File: config.mk
export PLATFORM = sky130hd
export DESIGN_NAME = multicycle_ctrl
export DESIGN_NICKNAME = d
export VERILOG_FILES = /design/src/rtl/mc_pkg.sv /design/src/rtl/alu_decode.sv /design/src/rtl/multicycle_ctrl.sv
export SDC_FILE = /design/constraint.sdc
export NUM_CORES = 1
export LEC_CHECK = 0
export ABC_AREA = 1
export CAP_MARGIN = 15
export CORE_MARGIN = 2
export CORE_UTILIZATION = 45
export CTS_CLUSTER_DIAMETER = 50
export CTS_CLUSTER_SIZE = 30
export DETAILED_ROUTE_END_ITERATION = 10
export PLACE_DENSITY = 0.86
export SLEW_MARGIN = 40
export SYNTH_ARGS = -nofsm -noshare
export SYNTH_HDL_FRONTEND = slang
export SYNTH_SLANG_ARGS = --single-unit
File: constraint.sdc
create_clock -name clk -period 1.8 [get_ports clk]
set_clock_uncertainty 0.05 [all_clocks]
set_input_delay 0.18 -clock clk [delete_from_list [all_inputs] [get_ports clk]]
set_output_delay 0.18 -clock clk [all_outputs]
set_load 0.05 [all_outputs]
File: src/rtl/mc_pkg.sv
// Shared encodings for the multicycle controller: opcodes, function codes,
// ALU operations, mux selects and FSM states.
package mc_pkg;

  localparam logic [5:0] OP_RTYPE = 6'b000000;
  localparam logic [5:0] OP_LW    = 6'b100011;
  localparam logic [5:0] OP_SW    = 6'b101011;
  localparam logic [5:0] OP_BEQ   = 6'b000100;
  localparam logic [5:0] OP_ADDI  = 6'b001000;
  localparam logic [5:0] OP_SLTI  = 6'b001010;
  localparam logic [5:0] OP_J     = 6'b000010;
  localparam logic [5:0] OP_JAL   = 6'b000011;

  localparam logic [5:0] FN_ADD = 6'b100000;
  localparam logic [5:0] FN_SUB = 6'b100010;
  localparam logic [5:0] FN_AND = 6'b100100;
  localparam logic [5:0] FN_OR  = 6'b100101;
  localparam logic [5:0] FN_SLT = 6'b101010;
  localparam logic [5:0] FN_JR  = 6'b001000;

  localparam logic [1:0] SRCB_REGB   = 2'b00;
  localparam logic [1:0] SRCB_FOUR   = 2'b01;
  localparam logic [1:0] SRCB_IMM    = 2'b10;
  localparam logic [1:0] SRCB_IMM_SH = 2'b11;

  localparam logic [1:0] PC_ALU    = 2'b00;
  localparam logic [1:0] PC_ALUOUT = 2'b01;
  localparam logic [1:0] PC_JUMP   = 2'b10;
  localparam logic [1:0] PC_REGA   = 2'b11;

  localparam logic [1:0] DST_RT = 2'b00;
  localparam logic [1:0] DST_RD = 2'b01;
  localparam logic [1:0] DST_RA = 2'b10;

  localparam logic [1:0] WB_ALUOUT = 2'b00;
  localparam logic [1:0] WB_MDR    = 2'b01;
  localparam logic [1:0] WB_PC     = 2'b10;

  typedef enum logic [2:0] {
    ALU_ADD = 3'b000,
    ALU_SUB = 3'b001,
    ALU_AND = 3'b010,
    ALU_OR  = 3'b011,
    ALU_SLT = 3'b100
  } alu_op_t;

  typedef enum logic [3:0] {
    S_IF      = 4'd0,
    S_ID      = 4'd1,
    S_EX_R    = 4'd2,
    S_WB_R    = 4'd3,
    S_MEM_ADR = 4'd4,
    S_MEM_RD  = 4'd5,
    S_WB_MEM  = 4'd6,
    S_MEM_WR  = 4'd7,
    S_BR      = 4'd8,
    S_EX_I    = 4'd9,
    S_WB_I    = 4'd10,
    S_JMP     = 4'd11,
    S_JR      = 4'd12,
    S_JAL     = 4'd13
  } state_t;

  // Which ALU behaviour a state asks for; alu_decode resolves it to an op.
  typedef enum logic [1:0] {
    AC_ADD   = 2'd0,
    AC_SUB   = 2'd1,
    AC_FUNCT = 2'd2,
    AC_IMM   = 2'd3
  } alu_class_t;

  function automatic alu_op_t funct_to_aluop(input logic [5:0] f);
    case (f)
      FN_SUB:  return ALU_SUB;
      FN_AND:  return ALU_AND;
      FN_OR:   return ALU_OR;
      FN_SLT:  return ALU_SLT;
      default: return ALU_ADD;
    endcase
  endfunction

endpackage

File: src/rtl/alu_decode.sv
// Combinational ALU operation select from the state's ALU class and the
// instruction's opcode/function fields.
module alu_decode
  import mc_pkg::*;
(
  input  alu_class_t  alu_class,
  input  logic [5:0]  Insto,
  input  logic [5:0]  Funct,
  output logic [2:0]  ALUop
);

  always_comb begin
    ALUop = ALU_ADD;
    case (alu_class)
      AC_SUB:   ALUop = ALU_SUB;
      AC_FUNCT: ALUop = funct_to_aluop(Funct);
      AC_IMM:   ALUop = (Insto == OP_SLTI) ? ALU_SLT : ALU_ADD;
      default:  ALUop = ALU_ADD;
    endcase
  end

endmodule

File: src/rtl/multicycle_ctrl.sv
// Moore control FSM for a multicycle MIPS-style datapath, with a counter of
// retired instructions.
module multicycle_ctrl
  import mc_pkg::*;
#(
  parameter int CNT_W = 16
) (
  input  logic             clk,
  input  logic             rst,
  input  logic [5:0]       Insto,
  input  logic [5:0]       Funct,
  output logic             PCWrite,
  output logic             PCWriteCond,
  output logic             IorD,
  output logic             MemRead,
  output logic             MemWrite,
  output logic             IRWrite,
  output logic             RegWrite,
  output logic             ALUSrcA,
  output logic [1:0]       ALUSrcB,
  output logic [1:0]       PCSrc,
  output logic [1:0]       RegDst,
  output logic [1:0]       MemtoReg,
  output logic [2:0]       ALUop,
  output logic [3:0]       state,
  output logic [CNT_W-1:0] retired
);

  state_t     state_q;
  alu_class_t alu_class;
  logic       last_step;

  assign state = state_q;

  // Every state other than these leads straight back to IF, so leaving it
  // completes an instruction; ID->IF (illegal opcode) is excluded here.
  always_comb begin
    case (state_q)
      S_IF, S_ID, S_EX_R, S_MEM_ADR, S_MEM_RD, S_EX_I: last_step = 1'b0;
      default:                                         last_step = 1'b1;
    endcase
  end

  always_ff @(posedge clk) begin
    if (rst) begin
      state_q <= S_IF;
      retired <= '0;
    end else begin
      if (last_step) retired <= retired + 1'b1;
      case (state_q)
        S_IF: state_q <= S_ID;
        S_ID: begin
          case (Insto)
            OP_RTYPE:     state_q <= (Funct == FN_JR) ? S_JR : S_EX_R;
            OP_LW, OP_SW: state_q <= S_MEM_ADR;
            OP_BEQ:       state_q <= S_BR;
            OP_ADDI,
            OP_SLTI:      state_q <= S_EX_I;
            OP_J:         state_q <= S_JMP;
            OP_JAL:       state_q <= S_JAL;
            default:      state_q <= S_IF;
          endcase
        end
        S_EX_R:    state_q <= S_WB_R;
        S_MEM_ADR: state_q <= (Insto == OP_LW) ? S_MEM_RD : S_MEM_WR;
        S_MEM_RD:  state_q <= S_WB_MEM;
        S_EX_I:    state_q <= S_WB_I;
        default:   state_q <= S_IF;
      endcase
    end
  end

  always_comb begin
    PCWrite     = 1'b0;
    PCWriteCond = 1'b0;
    IorD        = 1'b0;
    MemRead     = 1'b0;
    MemWrite    = 1'b0;
    IRWrite     = 1'b0;
    RegWrite    = 1'b0;
    ALUSrcA     = 1'b0;
    ALUSrcB     = SRCB_REGB;
    PCSrc       = PC_ALU;
    RegDst      = DST_RT;
    MemtoReg    = WB_ALUOUT;
    alu_class   = AC_ADD;
    case (state_q)
      S_IF: begin
        MemRead = 1'b1;
        IRWrite = 1'b1;
        PCWrite = 1'b1;
        ALUSrcB = SRCB_FOUR;
      end
      S_ID: ALUSrcB = SRCB_IMM_SH;
      S_EX_R: begin
        ALUSrcA   = 1'b1;
        alu_class = AC_FUNCT;
      end
      S_WB_R: begin
        RegWrite = 1'b1;
        RegDst   = DST_RD;
      end
      S_MEM_ADR: begin
        ALUSrcA = 1'b1;
        ALUSrcB = SRCB_IMM;
      end
      S_MEM_RD: begin
        MemRead = 1'b1;
        IorD    = 1'b1;
      end
      S_WB_MEM: begin
        RegWrite = 1'b1;
        MemtoReg = WB_MDR;
      end
      S_MEM_WR: begin
        MemWrite = 1'b1;
        IorD     = 1'b1;
      end
      S_BR: begin
        ALUSrcA     = 1'b1;
        PCWriteCond = 1'b1;
        PCSrc       = PC_ALUOUT;
        alu_class   = AC_SUB;
      end
      S_EX_I: begin
        ALUSrcA   = 1'b1;
        ALUSrcB   = SRCB_IMM;
        alu_class = AC_IMM;
      end
      S_WB_I: RegWrite = 1'b1;
      S_JMP: begin
        PCWrite = 1'b1;
        PCSrc   = PC_JUMP;
      end
      S_JR: begin
        PCWrite = 1'b1;
        PCSrc   = PC_REGA;
      end
      S_JAL: begin
        PCWrite  = 1'b1;
        PCSrc    = PC_JUMP;
        RegWrite = 1'b1;
        RegDst   = DST_RA;
        MemtoReg = WB_PC;
      end
      default: ;
    endcase
  end

  alu_decode u_alu_decode (
    .alu_class (alu_class),
    .Insto     (Insto),
    .Funct     (Funct),
    .ALUop     (ALUop)
  );

endmodule

==> metrics.md <==
| Metric | Value |
|---|---|
| Status | `complete, no violations` |
| First-pass GRT wire length | `7900 um` |
| Simple-Gate Fraction of Synth Area | `45.93%` |
| Max-Cap Viols | `0` |
| Starting Density | `46.49%` |
| Hold Path Class | `register to register` |
| Hold path cells | `2` |
| Commonest non-fill, non-tap cells in the layout | `nand2_1 (64), nor2_1 (39), inv_1 (24)` |
| Hold WS | `about 0.45 ns` |
| H-tree levels | `1` |
| Adder-cell share of the synthesized area | `0.8130%` |
| Sink Count | `20` |
| ANT cells | `0` |
| Syn_nets | `between 200 and 300` |
| Syn Inst Count | `252` |
| CP Capture Type | `primary output` |
| GRT Util Overall | `24.52%` |
| Xor/xnor cell area share of the yosys netlist | `2.846%` |
| Row cnt | `21` |
| Drt via density | `5.359` |
| Bufs on Longest Clock Path | `2` |
| Area grow syn2layout | `64.80%` |
| Flops & latches, synth | `20` |
| R2R Path End | `retired[11]` |
| Core area | `3311 um^2` |
| Pwr dens | `slightly below 500 nW/um^2` |
| Die ar. | `3904 um^2` |
| Initial antenna violation count | `0` |
| Critical path class | `register to primary output` |
| Die Ht | `62.48 um` |
| Grt total ovfl | `0` |
| Final Max Tran Viols | `0` |
| Final Hold Fails | `0` |
| Critical Path Fanout Max | `5` |
| CP startpoint kind | `register` |
| Cts bufs inserted | `3` |
| Slew HR | `66.28%` |
| DP Area | `2337 um^2` |
| Post-synth top flop | `dfxtp_1` |
| IO Count | `53` |
| Final Cycle Share | `between 90% and 100%` |
| Gpl congestion | `0.8934` |
| Post-DP HPWL | `3614 um` |
| DR vias | `1924` |
| Vias in the first global route | `1733` |
| Post-layout minimum cycle time | `1.798 ns` |
| RSZ-0062 raised after global routing | `true` |
| Largest net degree at the start of global routing | `15` |
| Nets | `329` |
| R2r startpoint | `state[1]` |
| Async SR Flop Fraction | `0%` |
| Netlist cell types | `30` |
| CTS Hold Buffers Added | `0` |
| Hold path startpoint | `retired[15]` |
| Drt pass-1 iters | `4` |
| Number of flops mapped to enable cells by yosys | `0` |
| Mux cell area share after synthesis | `0%` |
| Final WL | `5039 um` |
| Post-Syn Area | `1539 um^2` |
| Most common cell after layout, fill and taps aside | `nand2_1` |
| Hold EP | `retired[15]` |
| Overall Power | `between 1 and 1.5 mW` |
| Worst-margin pin slew | `just over 0.5 ns` |
| PortBufs | `52` |
| Fmax | `about 560 MHz` |
| Req. time, crit path | `1.57 ns` |
| Mean area per synthesized cell | `6.107 um^2` |
| Leak pwr | `~1.1 nW` |
| DRC | `0` |
| Initial DRC count | `107` |
| Post-synthesis compound-gate area fraction | `13.41%` |
| CTS root buf | `clkbuf_4` |
| Design area | `2536 um^2` |
| Worst-skew pair later-pin latency | `0.32 ns` |
| Seq/Total Area, Yosys | `a little over a quarter` |
| Setup-failing EPs final | `0` |
| Post-DRT Antenna Nets | `0` |
| R2R depth | `10` |
| Warnings from Yosys | `0` |
| Worst R2R Setup Slack | `between 0.1 and 0.15 ns` |
| CTS tree | `built` |
| Fraction of layout cells with a size suffix above 1 | `32.59%` |
| Worst Path Arrival | `1.57 ns` |
| Die width | `62.48 um` |
| Clock slew at the register clock pins of the worst setup and hold paths | `approximately 0.12 ns` |
| Largest family of logic cells by synthesized area | `simple AND/OR/NAND/NOR gates` |
| Max VDD drop | `0.2514 mV` |
| WL/cell | `14.04 um` |
power by group:
part | leakage [nW] | switching, mW | internal [mW] | total (mW)
Combinational | 0.867 | 0.235 | 0.161 | 0.396
Sequential | 0.165 | 0.0174 | 0.448 | 0.465
Clock | 0.0279 | 0.145 | 0.226 | 0.370
Total | 1.06 | 0.397 | 0.834 | 1.23
layout make-up:
type / instances / area [um^2]
Clock buffer: 3 / 22.52
Clock inverter: 1 / 30.03
Tap cell: 46 / 57.56
Sequential cell: 20 / 417.9
Timing Repair Buffer: 61 / 763.2
Inverter: 32 / 127.6
Fill cell: 246 / 774.5
Multi-Input combinational cell: 196 / 1117
state kept, by name, summed over array words and instances, names as in the netlist:
signal and cells:
retired 16, state 4
cell usage after synthesis, types with 2 or more instances:
master / instances / share of area [%]
nand2_1: 67 / 16
nor2_1: 47 / 11
inv_1: 27 / 6.6
dfxtp_1: 20 / 26
nand3_1: 18 / 5.9
a21oi_1: 11 / 3.6
nand2_2: 10 / 4.1
a21oi_2: 8 / 4.6
nand4_1: 7 / 2.8
o21ai_0: 5 / 1.6
inv_2: 4 / 0.98
xor2_1: 3 / 1.7
buf_6: 2 / 1.5
nor2_2: 2 / 0.81
nor2_4: 2 / 1.5
nor3_1: 2 / 0.65
o21ai_1: 2 / 0.65
o22ai_1: 2 / 0.81
xnor2_1: 2 / 1.1
worst max-delay path, cell delays in order (launching register included):
cell and delay (ns):
dfxtp_4 0.41, inv_2 0.07, nor2_4 0.11, nand2_4 0.11, inv_4 0.09, nand3_4 0.07
o221ai_4 0.21, buf_12 0.17
how the worst max path moves through the flow:
stage                         from        to  slack (ns)  cells after the start
after floorplan           state[1]  ALUop[2]       -0.10                      4
after global placement    Funct[5]  ALUop[0]        0.15                      8
after detailed placement  Funct[5]  ALUop[0]        0.09                      8
after CTS                 state[2]  RegWrite       0.001                      6
after global routing      state[1]  ALUop[0]       -0.08                      7
final                     state[1]  ALUop[0]       0.002                      7
per-stage QoR:
| stage | util [%] | setup TNS (ns) | std cells | setup WS, ns |
|---|---|---|---|---|
| finish | 76.61 | 0 | 359 | 0.001723 |
| detailed placement | 70.60 | 0 | 348 | 0.09082 |
| global placement | 70.60 | 0 | 348 | 0.1523 |
| CTS | 73.36 | 0 | 354 | 0.001190 |
| floorplan | - | -0.1013 | 252 | -0.1013 |
| global route | 76.61 | -0.09162 | 359 | -0.07543 |
per-layer routing:
layer,up-vias,GRT usage [%],routed length (um)
met3,9,3.423,247
met2,75,43.15,2638
met4,0,5.000,49
li1,932,-,-
met1,908,31.92,2103
met5,-,0,0
logic make-up (layout without fill, tap and decap cells):
logic type                 after synthesis  after routing
AOI/OAI and AO/OA                       31             31
xor gates and xnor gates                 5              5
adders and majority gates                1              1
buffers and inverters                   36             97
DFF                                     20             20
and+or+nand+nor                        159            159
timing repair:
item                       in CTS  in global routing
setup buffers                   2                  5
setup endpoints to repair       7                 11
pin swaps                       0                  5
gates cloned                    0                  0
gates resized for setup        11                 22
No activity file was read; power rests on OpenSTA's default activity.
